[src/rtl/ila_dump_pkg.sv]
// Shared definitions for the ILA buffer dump engine: FSM state encoding and
// the word-select width helper.
package ila_dump_pkg;

  // Dump FSM states
  typedef enum logic [2:0] {
    ST_IDLE   = 3'd0,
    ST_HEADER = 3'd1,
    ST_FETCH  = 3'd2,
    ST_WAIT   = 3'd3,
    ST_SEND   = 3'd4,
    ST_DONE   = 3'd5
  } state_e;

  // Width of the word-select counter; never narrower than one bit
  function automatic int unsigned sel_width(input int unsigned nsel);
    return (nsel <= 1) ? 1 : $clog2(nsel);
  endfunction

endpackage

[src/rtl/ila_dump.sv]
// ila_dump: streams the contents of an ILA sample buffer out as a header beat
// (sample count) followed by every buffer entry, one DATA_W word at a time,
// least-significant word first.
//
// Ports:
//   clk, rst         clock, synchronous active-high reset
//   start            one-cycle dump request (ignored while busy)
//   samples          number of valid buffer entries, latched at start
//   index            buffer entry address to the sampler
//   value_select     word select within the entry to the sampler
//   value            sampler read data, valid one cycle after address change
//   m_valid/m_ready  output stream handshake
//   m_data, m_last   output stream payload and end-of-dump marker
//   busy             dump in progress
//   done             one-cycle pulse after the final beat handshake
module ila_dump
  import ila_dump_pkg::*;
#(
  parameter int unsigned DATA_W   = 32,
  parameter int unsigned BUFFER_W = 8,
  parameter int unsigned SIGNAL_W = 64,
  localparam int unsigned NSEL    = (SIGNAL_W + DATA_W - 1) / DATA_W,
  localparam int unsigned SEL_W   = sel_width(NSEL)
) (
  input  logic                clk,
  input  logic                rst,
  input  logic                start,
  input  logic [BUFFER_W-1:0] samples,
  output logic [BUFFER_W-1:0] index,
  output logic [SEL_W-1:0]    value_select,
  input  logic [DATA_W-1:0]   value,
  output logic                m_valid,
  input  logic                m_ready,
  output logic [DATA_W-1:0]   m_data,
  output logic                m_last,
  output logic                busy,
  output logic                done
);

  state_e              r_state,  w_state_n;
  logic [BUFFER_W-1:0] r_n,      w_n_n;
  logic [BUFFER_W-1:0] r_index,  w_index_n;
  logic [SEL_W-1:0]    r_sel,    w_sel_n;
  logic                r_valid,  w_valid_n;
  logic [DATA_W-1:0]   r_data,   w_data_n;
  logic                r_last,   w_last_n;
  logic                r_busy,   w_busy_n;
  logic                r_done,   w_done_n;

  logic w_hs;
  logic w_sel_wrap;
  logic w_is_last;

  assign w_hs       = r_valid & m_ready;
  assign w_sel_wrap = (r_sel == SEL_W'(NSEL - 1));
  // Final beat: last word of the last valid entry
  assign w_is_last  = w_sel_wrap && (r_index == (r_n - BUFFER_W'(1)));

  // State and output registers
  always_ff @(posedge clk) begin
    if (rst) begin
      r_state <= ST_IDLE;
      r_n     <= '0;
      r_index <= '0;
      r_sel   <= '0;
      r_valid <= 1'b0;
      r_data  <= '0;
      r_last  <= 1'b0;
      r_busy  <= 1'b0;
      r_done  <= 1'b0;
    end else begin
      r_state <= w_state_n;
      r_n     <= w_n_n;
      r_index <= w_index_n;
      r_sel   <= w_sel_n;
      r_valid <= w_valid_n;
      r_data  <= w_data_n;
      r_last  <= w_last_n;
      r_busy  <= w_busy_n;
      r_done  <= w_done_n;
    end
  end

  // Next-state and next-output logic
  always_comb begin
    w_state_n = r_state;
    w_n_n     = r_n;
    w_index_n = r_index;
    w_sel_n   = r_sel;
    w_valid_n = r_valid;
    w_data_n  = r_data;
    w_last_n  = r_last;
    w_busy_n  = r_busy;
    w_done_n  = 1'b0;

    case (r_state)
      ST_IDLE: begin
        if (start) begin
          w_n_n     = samples;
          w_index_n = '0;
          w_sel_n   = '0;
          w_valid_n = 1'b1;
          w_data_n  = DATA_W'(samples);
          w_last_n  = (samples == '0);
          w_busy_n  = 1'b1;
          w_state_n = ST_HEADER;
        end
      end

      ST_HEADER: begin
        if (w_hs) begin
          w_valid_n = 1'b0;
          w_last_n  = 1'b0;
          if (r_n != '0) begin
            w_state_n = ST_FETCH;
          end else begin
            w_done_n  = 1'b1;
            w_state_n = ST_DONE;
          end
        end
      end

      // Address is on index/value_select; sampler registers it this cycle
      ST_FETCH: begin
        w_state_n = ST_WAIT;
      end

      // Sampler data is valid now; capture it into the beat register
      ST_WAIT: begin
        w_data_n  = value;
        w_last_n  = w_is_last;
        w_valid_n = 1'b1;
        w_state_n = ST_SEND;
      end

      ST_SEND: begin
        if (w_hs) begin
          w_valid_n = 1'b0;
          w_last_n  = 1'b0;
          if (r_last) begin
            w_done_n  = 1'b1;
            w_state_n = ST_DONE;
          end else begin
            if (w_sel_wrap) begin
              w_sel_n   = '0;
              w_index_n = r_index + BUFFER_W'(1);
            end else begin
              w_sel_n = r_sel + SEL_W'(1);
            end
            w_state_n = ST_FETCH;
          end
        end
      end

      ST_DONE: begin
        w_busy_n  = 1'b0;
        w_state_n = ST_IDLE;
      end

      default: begin
        w_state_n = ST_IDLE;
      end
    endcase
  end

  assign index        = r_index;
  assign value_select = r_sel;
  assign m_valid      = r_valid;
  assign m_data       = r_data;
  assign m_last       = r_last;
  assign busy         = r_busy;
  assign done         = r_done;

endmodule
[config.mk]
export PLATFORM = sky130hd
export DESIGN_NAME = ila_dump
export DESIGN_NICKNAME = d
export VERILOG_FILES = /design/src/rtl/ila_dump_pkg.sv /design/src/rtl/ila_dump.sv
export SDC_FILE = /design/constraint.sdc
export NUM_CORES = 1
export LEC_CHECK = 0
export ABC_CLOCK_PERIOD_IN_PS = 3700
export CORE_MARGIN = 2
export CORE_UTILIZATION = 40
export CTS_CLUSTER_DIAMETER = 150
export DETAILED_ROUTE_END_ITERATION = 12
export PLACE_DENSITY = 0.72
export RECOVER_POWER = 25
export SLEW_MARGIN = 5
export SYNTH_ARGS = -nofsm -noshare
export SYNTH_HDL_FRONTEND = slang
export SYNTH_SLANG_ARGS = --single-unit
[constraint.sdc]
create_clock -name clk -period 3.7 [get_ports clk]
set_clock_uncertainty 0.15 [all_clocks]
set_input_delay 0.555 -clock clk [delete_from_list [all_inputs] [get_ports clk]]
set_output_delay 0.555 -clock clk [all_outputs]
set_load 0.01 [all_outputs]
==> flow_summary.json <==
{
  "outcome": "finished, final reports clean",
  "r2r_slack_ps": 1370,
  "clkLatencyLatePin_ps": 310,
  "cp_slowest_stage_delay_ps": 510,
  "r2r-end": "index[7]",
  "synth_top_area_frac": 0.445,
  "grt_max_degree": 35,
  "antenna_found_initial": 0,
  "p_int_mw": 1.03,
  "p_seq_frac": 0.454,
  "synth_xor_area_frac": 0.0557,
  "grt_pass1_vias": 2308,
  "final_core_util": 0.585,
  "fin_nets": 442,
  "hold_buffers": 0,
  "drive_gt1_frac": 0.0453,
  "globalplace.congestion": 0.778,
  "core-area_mm2": 0.00599,
  "grt_usage": 0.182,
  "synthMuxAreaShare": 0.00398,
  "async_flop_share": 0,
  "viasPerCell": 5.19,
  "p_switching_mw": 0.568,
  "overflow": 0,
  "combinationalPowerShare": 0.334,
  "hp-start": "m_data[13]",
  "place_inst": 464,
  "ctsRootBufferMaster": "clkbuf_8",
  "crit_buf_inv": 2,
  "cts_setup_buffers": 0,
  "synth_fa_ha_area_frac": 0.00994,
  "yosysWarnings": 0,
  "period_needed_ps": 2530,
  "p_clk_frac": 0.213,
  "cp.arrival_ps": 2580,
  "top_usage_layer": "met2",
  "postCtsResizedCells": 0,
  "wirelength_um": 6330,
  "grtUsageMet2": 0.312,
  "die_area_mm2": 0.00694,
  "crit_type": "input pin to register",
  "clock_path_buffers": 2,
  "antenna_left": 0,
  "path_cells": "clkdlybuf4s50_1, or4b_1, buf_4, o31ai_2, o21ai_1, nor3_1, xnor2_1, nor2_1",
  "hold_path_depth": 2,
  "avgSynthCellArea_um2": 7.92,
  "hold_path_class": "register to register",
  "slew-limit-headroom": 0.651,
  "rows": 28,
  "port_buffers": 88,
  "mostFrequentLayoutCell": "nand2_1",
  "hold_viol": 0,
  "drt_iter0_markers": 87,
  "clkSinkCount": 56,
  "cts_max_level": 2,
  "critPathTopFamily": "buffers and inverters",
  "fin_tns_setup_ps": 0,
  "firstDrtPassIters": 4,
  "use_met1": 0.222,
  "synth_top_family_by_area": "simple AND/OR/NAND/NOR gates",
  "ys_ff_latch": 56,
  "grt_pass1_wl_um": 10600,
  "wl_per_cell_um": 13.4,
  "synth_top_flop_cell": "dfxtp_1",
  "synth_area_leader_cell": "dfxtp_1",
  "startpoint_type": "input pin",
  "synth_compound_area_frac": 0.158,
  "switching_share": 0.355,
  "start_util": 0.420,
  "place_hpwl_um": 4740,
  "die_y_um": 83.3,
  "critPathSlowestCell": "clkdlybuf4s50_1",
  "max_cap_violations": 0,
  "vias": 2452,
  "power.density_mw_per_mm2": 457,
  "synth-seq-area-share": 0.445,
  "crit_path_end_kind": "register",
  "fmax_ghz": 0.396,
  "synthCells": 318,
  "period_share": 0.683,
  "synthSimpleGateAreaFrac": 0.270,
  "whs_endpoint": "m_data[13]",
  "grt_setup_unrepaired": "no",
  "finalSetupViolations": 0,
  "synth_fp_nets": 364,
  "reg2reg_depth": 7,
  "synth_area_mm2": 0.00252,
  "p_total_mw": 1.60,
  "cts_tree": "built",
  "power_leakage_nw": 1.26,
  "grtUsageMet3": 0.0586,
  "layout.cells.non_filler": 472,
  "nFillCells": 567,
  "worst_pin_slew_ps": 519,
  "cts_made_buffers": 5,
  "layout_common_cells": "69 x nand2_1, 64 x clkdlybuf4s50_1, 56 x dfxtp_1",
  "path_max_fanout": 34,
  "cts.clk_slew.worst_paths_ps": 100,
  "slew_viol_final": 0,
  "areaGrowthSynthToFinish_pct": 39.2,
  "diodes": 0,
  "synth_top_cells_by_area": "dfxtp_1 45%, nand2_1 10%, a21oi_1 8.5%, nand3_1 5.4%, xnor2_1 3.1%",
  "ir_worst_vdd_mv": 0.227,
  "ioPinCount": 89,
  "drc": 0,
  "synth-edff-count": 0,
  "ys_types": 37,
  "required_ps": 3750,
  "r2r-start": "r_state[1]",
  "die_width_um": 83.3
}
routing by layer:
metal  vias up  share of wire
met4         0         0.0057
met1      1137           0.42
met3         4          0.078
li1       1245              -
met2        66           0.50
met5         -              0
sequential cells by signal, summed over array words and instances (netlist names):
register      flops
m_data           32
r_n               8
m_last            1
busy              1
m_valid           1
value_select      1
done              1
r_state           3
index             8
final cells by class:
type                            count  area [µm²]  share of cell area
Clock buffer                        5        68.8              0.0196
Clock inverter                      3        22.5             0.00643
Sequential cell                    56        1120               0.320
Timing Repair Buffer               93         918               0.262
Tap cell                           75        93.8              0.0268
Inverter                            7        26.3             0.00750
Multi-Input combinational cell    233        1250               0.357
logic make-up after synthesis:
family | after synthesis
xor gates and xnor gates | 16
AOI/OAI and AO/OA | 68
and+or+nand+nor | 146
muxes | 1
buffers and inverters | 29
DFF | 56
adders and majority gates | 2
power groups by stage:
stage          registers [mW]  clock network (mW)  logic [mW]
3_5_place_dp            0.740                   0       0.543
2_1_floorplan           0.738                   0       0.352
5_1_grt                 0.738               0.371       0.599
4_1_cts                 0.727               0.351       0.546
6_report                0.726               0.340       0.534
3_3_place_gp            0.741                   0       0.535
worst register-to-register path: stages, from the launching register on:
cell and delay [ps]:
dfxtp_1 460, or4b_1 540, buf_4 260, o31ai_2 130
o21ai_1 220, nor3_1 280, xnor2_1 150, nor2_1 50
how the worst max path moves through the flow:
| stage | endpoint | cells after the start | from |
|---|---|---|---|
| 3_5_place_dp | index[5] | 8 | start |
| 3_3_place_gp | index[7] | 8 | start |
| 5_1_grt | index[5] | 8 | start |
| 2_1_floorplan | m_last | 7 | r_n[2] |
| 6_report | index[7] | 8 | start |
| 4_1_cts | index[5] | 8 | start |
cells in the mapped netlist (2+ instances only):
master and number:
nor4_1 5, nand4_1 5, and3_1 2, a21oi_1 43
xor2_1 7, clkbuf_1 18, nor2_1 19, or3b_1 2
a21o_1 2, nand3_1 27, inv_1 7, xnor2_1 9
a31oi_1 9, nor3_1 7, a211o_1 2, dfxtp_1 56
clkbuf_8 2, buf_6 2, nand2_1 69, nand3b_1 2
o21ai_1 4, ha_1 2, o21a_1 2, nor2b_1 2
per-stage QoR:
step	hold slack (ps)	setup slack, ps	area [µm²]
6_report	317	1170	3500
5_1_grt	341	1010	3500
4_1_cts	322	1190	3500
3_5_place_dp	308	859	3410
3_3_place_gp	302	895	3410
2_1_floorplan	299	1590	2520
No activity file was read; power rests on OpenSTA's default activity.
